`src/rtl/jump_pkg.sv`:
```
// jump_pkg: shared widths and FSM states for the jump redirect unit
package jump_pkg;
  localparam int PC_W_DEF = 16;
  localparam int DISP_W = 11;
  localparam int IMM_W = 8;
  typedef enum logic [1:0] {IDLE, PENDING, FLUSH} state_t;
endpackage

```
`src/rtl/jump_target_calc.sv`:
```
// jump_target_calc: halfword-aligned jump target (pc_plus2+sext(disp) or rs_val+sext(imm8)) -> target
module jump_target_calc
  import jump_pkg::*;
#(
  parameter int PC_W = PC_W_DEF
) (
  input  logic              jr_jalr_en,
  input  logic [PC_W-1:0]   pc_plus2,
  input  logic [DISP_W-1:0] disp,
  input  logic [PC_W-1:0]   rs_val,
  input  logic [IMM_W-1:0]  imm8,
  output logic [PC_W-1:0]   target
);
  logic [PC_W-1:0] sum;
  assign sum = jr_jalr_en ? rs_val + {{(PC_W-IMM_W){imm8[IMM_W-1]}}, imm8}
                          : pc_plus2 + {{(PC_W-DISP_W){disp[DISP_W-1]}}, disp};
  assign target = {sum[PC_W-1:1], 1'b0};
endmodule

```
`src/rtl/jump_redirect_unit.sv`:
```
// jump_redirect_unit: jump accept/redirect FSM; in: stall, jump request, operands; out: pc, ack, flush, link_we/link_data, busy, err
module jump_redirect_unit
  import jump_pkg::*;
#(
  parameter int PC_W = PC_W_DEF
) (
  input  logic              clk,
  input  logic              rst_n,
  input  logic              stall,
  input  logic              jump_valid,
  input  logic              jal_j_en,
  input  logic              jr_jalr_en,
  input  logic              link_en,
  input  logic [PC_W-1:0]   pc_plus2,
  input  logic [DISP_W-1:0] disp,
  input  logic [PC_W-1:0]   rs_val,
  input  logic [IMM_W-1:0]  imm8,
  output logic [PC_W-1:0]   pc,
  output logic              ack,
  output logic              flush,
  output logic              link_we,
  output logic [PC_W-1:0]   link_data,
  output logic              busy,
  output logic              err
);
  state_t state, state_nx;
  logic [PC_W-1:0] target, tgt_q, pc_nx;
  logic idle, req_ok;
  jump_target_calc #(.PC_W(PC_W)) u_calc (
    .jr_jalr_en(jr_jalr_en),
    .pc_plus2(pc_plus2),
    .disp(disp),
    .rs_val(rs_val),
    .imm8(imm8),
    .target(target)
  );
  assign idle = state == IDLE;
  assign req_ok = jump_valid && (jal_j_en ^ jr_jalr_en);
  assign ack = idle && req_ok;
  assign busy = state == PENDING;
  assign flush = state == FLUSH;
  always_comb begin
    state_nx = (ack || busy) ? (stall ? PENDING : FLUSH) : IDLE;
    pc_nx = stall ? pc : ack ? target : busy ? tgt_q : pc + PC_W'(2);
  end
  always_ff @(posedge clk or negedge rst_n) begin
    if (!rst_n) begin
      state <= IDLE;
      pc <= '0;
      tgt_q <= '0;
      link_we <= 1'b0;
      link_data <= '0;
      err <= 1'b0;
    end else begin
      state <= state_nx;
      pc <= pc_nx;
      tgt_q <= ack ? target : tgt_q;
      link_we <= ack && link_en;
      link_data <= (ack && link_en) ? pc_plus2 : link_data;
      err <= idle && jump_valid && !req_ok;
    end
  end
endmodule
```
`config.mk`:
```
export PLATFORM = sky130hd
export DESIGN_NAME = jump_redirect_unit
export DESIGN_NICKNAME = d
export VERILOG_FILES = /design/src/rtl/jump_pkg.sv /design/src/rtl/jump_target_calc.sv /design/src/rtl/jump_redirect_unit.sv
export SDC_FILE = /design/constraint.sdc
export NUM_CORES = 1
export LEC_CHECK = 0
export CAP_MARGIN = 20
export CORE_UTILIZATION = 38
export DETAILED_ROUTE_END_ITERATION = 8
export PLACE_DENSITY = 0.62
export SYNTH_ARGS = -nofsm -noshare
export SYNTH_HDL_FRONTEND = slang
export SYNTH_HIERARCHICAL = 1
export SYNTH_SLANG_ARGS = --single-unit
export TNS_END_PERCENT = 20
```
`constraint.sdc`:
```
create_clock -name clk -period 2.85 [get_ports clk]
set_input_delay 0.4275 -clock clk [delete_from_list [all_inputs] [get_ports clk]]
set_output_delay 0.4275 -clock clk [all_outputs]
set_load 0.03 [all_outputs]
```
=== Word level (Yosys, flattened, before mapping) ===
Index checks and enable logic that the tools add are counted.

* Bits in registers: 51
* Bits in latches: 0
* Bits in writable memories: 0
* Bits in read-only memories: 0
* Input bits: 58
* Output and inout bits: 37
* Word-level logic and storage cells: 25
* Memories: 0

* Add/subtract/negate cells: 3
* Multipliers: 0
* Div/mod/pow operators: 0
* Magnitude comparators: 0
* Eq/ne operators: 2
* Shift operators: 0
* Multiplexer cells: 5
* Bitwise logic cells: 1
* Reductions and logical operators: 8

{| class="wikitable"
|+ Operator list
! kind !! number
|-
| $mux 16 || 3
|-
| $add 16x16->16 || 2
|-
| $add 16x2->16 const B || 1
|-
| $logic_and 1x1->1 || 5
|-
| $mux 2 || 2
|-
| $eq 2x1->1 const B || 1
|-
| $eq 2x2->1 const B || 1
|-
| $logic_not 2->1 || 1
|-
| $logic_not 1->1 || 1
|-
| $logic_or 1x1->1 || 1
|-
| $xor 1x1->1 || 1
|}

=== Logic depth before layout (Yosys ltp) ===
* Depth in word-level cells: 5
* Mapped depth: 12
* Gate-level depth less buffers: 12

=== By module ===
The synthesis kept the hierarchy.

{| class="wikitable"
|+ By module, submodules not included
! module !! times used !! cells each !! area each (sq um) !! sequential area each (sq um)
|-
| jump_redirect_unit || 1 || 259 || 2,626.3 || 1,301.2
|-
| jump_target_calc || 1 || 211 || 1,584.0 || 0.0
|}

=== Worst setup path after synthesis ===
OpenSTA, ideal clock, no wires.

* Kind: input to register
* Start: input rs_val[0]
* End: register pc[14]
* Library setup time: 0.141 ns
* Arrival: 2.683 ns
* Required time: 2.709 ns
* Setup slack: 0.026 ns
* Cell stages on the path: 12
* Path buffers: 0
* Cells stage by stage: and2_1 fa_1 a21o_1 a21oi_2 o21a_1 nor4b_1 a2111oi_4 xnor2_1 a211o_1 a311o_1 a31oi_1 a221oi_1

* Word-level cells in the longest chain between the ends: 3

{| class="wikitable"
|+ RTL lines
! item !! RTL line !! text
|-
| from (decl) || jump_redirect_unit.sv:16 || <nowiki>input logic [PC_W-1:0] rs_val,</nowiki>
|-
| $add 16x16->16 || jump_target_calc.sv:15 || <nowiki>assign sum = jr_jalr_en ? rs_val + {{(PC_W-IMM_W){imm8[IMM_W-1]}}, imm8}</nowiki>
|-
| $mux 16 || jump_target_calc.sv:15 ||
|-
| named net target[14] || jump_redirect_unit.sv:27 || <nowiki>logic [PC_W-1:0] target, tgt_q, pc_nx;</nowiki>
|-
| $mux 16 || jump_redirect_unit.sv:44 || <nowiki>pc_nx = stall ? pc : ack ? target : busy ? tgt_q : pc + PC_W'(2);</nowiki>
|-
| to (signal assigned) || jump_redirect_unit.sv:56 || <nowiki>pc <= pc_nx;</nowiki>
|-
| to (decl) || jump_redirect_unit.sv:18 || <nowiki>output logic [PC_W-1:0] pc,</nowiki>
|}

The timed path passes the listed nets, and every way through them passes these cells.
A chain may end at the register's enable or synchronous reset.

=== Worst setup path in the final report ===
* Start: input pc_plus2[6]
* End: register pc[15]

* Word-level cells in the longest chain between the ends: 3

{| class="wikitable"
|+ RTL lines
! item !! RTL line !! text
|-
| from (decl) || jump_redirect_unit.sv:14 || <nowiki>input logic [PC_W-1:0] pc_plus2,</nowiki>
|-
| $add 16x16->16 || jump_target_calc.sv:16 || <nowiki>: pc_plus2 + {{(PC_W-DISP_W){disp[DISP_W-1]}}, disp};</nowiki>
|-
| $mux 16 || jump_target_calc.sv:15 ||
|-
| named net target[15] || jump_redirect_unit.sv:27 ||
|-
| $mux 16 || jump_redirect_unit.sv:44 ||
|}

The timed path passes the listed nets, and every way through them passes these cells.

==> results.toml <==
[timing]
fmax_mhz = 358
worstMarginPinSlew_ns = 0.893
hold_viol = 0
relSlewSlack = 0.400
skew_ns = 0.0104
setup_tns_ns = 0
fin_crit_sh = 0.979
setup_viol = 0
period_needed_ns = 2.79
rsz0062_at_grt = "yes"
slew_viol_final = 0

[synthesis]
syn_inst = 470
yosysSeqAreaShare = 0.309
yosysWarnings = 6
async_reset_ff_frac = 1.00
syn_area_per_cell_um2 = 8.96
synth_flop_cell = "dfrtp_1"
synth_fp_nets = 559
synthTopCellsByArea = "dfrtp_1, ha_1, nand2_1, a21oi_1, nor2_1"
synth_area_um2 = 4210
yosysTopAreaCellShare = 0.309
synth_area_leader_cell = "dfrtp_1"
ys_ff_latch = 52
synth_cell_types = 78
synth_edf_count = 0

[clocking]
insertion_delay_ns = 0.32
cts-hold-fix-buffers = 0
htree_levels = 2
numCtsBuffers = 5
cts_tree = "done"
clk_pin_slew_worst_paths_ns = 0.11
cts-root-buf = "clkbuf_8"
cts.sinks = 52
max-clock-path-buffers = 2

[die]
core_um2 = 10800
die_x_um = 107
start_util = 0.388
dieArea_um2 = 11500
io_pins = 95
die_h_um = 107
num_rows = 38

[status]
status = "completed"

[global_routing]
grt_max_degree = 35
grt_first_pass_wirelength_um = 20400
grt_overflow = 0
grt_pass1_vias = 4242
grt_usage = 0.223
grt_antenna_before_repair = 0

[drt]
drtIter0Drc = 194
vias = 4271
vias_per_cell = 5.40
drc = 0
wirelength_um = 12500
drt_first_pass_iters = 5
drtAntennaViolNets = 0
wl_per_cell_um = 15.8

[critical_path]
critical_path_required_ns = 3.07
r2r_setup_slack_ns = 0.87
cpPeakStageDelay_ns = 0.33
crit_path_start_kind = "primary input"
critPathCaptureType = "register"
path_buf_inv = 1
cp_max_fo = 3
cpMaxStageDelayCell = "a221oi_4"
critical-path-top-delay-family = "compound AO/OA/AOI/OAI gates"
worstPathArrival_ns = 3.01
worstSetupPathType = "primary input to register"
critical_path.cell_chain = "dlygate4sd2_1 -> ha_4 -> a21oi_4 -> nor3b_4 -> a221oi_4 -> a221oi_2 -> o21a_1 -> nor4b_2 -> and3b_2 -> a31oi_4 -> nand3b_1 -> o221a_2"

[flow_run]
cap_viol_max_count = 0

[cells_and_area]
fin_util = 0.594
final_cell_mix = "buf_4, clkdlybuf4s50_1, dfrtp_1, nand2_1, nor2_1"
layout.nets = 739
area_growth_syn_to_layout_pct = 52.9
drive_gt1_frac = 0.301
final_common_cell = "buf_4"
antenna_cells = 0

[placed_design]
port_buffers = 94
hpwl_um = 9310
gp_congestion = 0.910

[power_and_ir_drop]
pwr_density_cell_nw_per_um2 = 582
irDropWorstVdd_mv = 0.384
p_total_mw = 3.75
p_leak_nw = 2.99

[hold_path]
hp-class = "primary input to async pin"
## final cells by class
cell class	instances	area [µm²]
clock buffer	5	68.8
clock inverter	3	46.3
fill	986	4400
inverter	19	71.3
multi-input combinational	380	3090
sequential	52	1300
tap	140	175
timing repair buffer	192	1680
## synthesized netlist by cell type, types with 4 or more instances
library cell	instances
dfrtp_1	52
nand2_1	51
nor2_1	37
a21oi_1	36
ha_1	29
inv_1	18
o21ai_0	15
xnor2_1	15
xor2_1	15
nand3_1	14
a21o_1	12
mux2_4	9
a31oi_1	8
clkbuf_1	8
mux2_2	8
and3_1	7
nor3_1	7
and2_1	6
buf_2	6
nand2b_1	6
o22ai_1	6
nand4_1	5
o21a_1	5
a21oi_2	4
a221o_1	4
a221oi_1	4
mux2i_1	4
o21bai_1	4
## metrics by stage
step | hold slack [ns] | cell area (µm²) | cells | setup slack [ns]
final | 0.0953 | 6440 | 791 | 0.0599
after global placement | 0.451 | 5870 | 769 | -0.513
after global routing | 0.118 | 6440 | 791 | -0.0405
after CTS | 0.105 | 6190 | 785 | -0.00682
after floorplan | 0.132 | 4210 | 470 | 0.0259
after detailed placement | 0.452 | 5870 | 769 | -0.585
## state kept, by name (all words and copies together) (netlist names)
register / cells
err: 1
link_data: 16
link_we: 1
pc: 16
state: 2
tgt_q: 16
## worst register-to-register path, cell delays in order (launching register included)
cell and delay (ns):
dfrtp_1 0.52, nand2_1 0.09, nor3_1 0.73, a21oi_1 0.21, o311a_1 0.32
## metal layers
layer	up-vias	wire length (µm)	GRT usage
met1	2066	5650	0.293
met3	15	503	0.0339
met4	0	180	0.0489
met5	-	0	0
li1	2087	-	-
met2	103	6170	0.384
## repair_timing
action | 4_1_cts | 5_1_grt
gates resized for setup | 37 | 55
setup endpoints to repair | 6 | 7
endpoints found under the hold margin | 0 | 0
pin swaps | 24 | 32
gates cloned | 0 | 0
buffers inserted | 8 | 6
## worst paths after layout
| kind | startpoint | depth (start not counted) | to |
|---|---|---|---|
| worst max-delay path | pc_plus2[6] | 12 | pc[15]$_DFFE_PN0N_ |
| worst min register to register | tgt_q[3]$_DFFE_PN0P_ | 2 | tgt_q[3]$_DFFE_PN0P_ |
| worst min-delay path | rst_n | 2 | pc[1]$_DFFE_PN0N_ |
| max in group asynchronous | rst_n | 2 | link_data[11]$_DFFE_PN0P_ |
| worst max register to register | pc[3]$_DFFE_PN0N_ | 4 | pc[10]$_DFFE_PN0N_ |
| min in group clk | pc_plus2[2] | 2 | link_data[2]$_DFFE_PN0P_ |
## power breakdown
group	switching, mW	total [mW]	internal [mW]
combinational	1.02	2.00	0.984
sequential	0.213	1.19	0.975
clock	0.288	0.555	0.267
## kinds of logic after synthesis
group                      after synthesis  synth area share
xor gates and xnor gates                31            0.0663
muxes                                   21            0.0630
and+or+nand+nor                        155             0.183
buffers and inverters                   38            0.0392
adders and majority gates               31            0.0957
DFF                                     52             0.309
other                                    1          0.000891
AOI/OAI and AO/OA                      141             0.243
No activity file was read; power rests on OpenSTA's default activity.
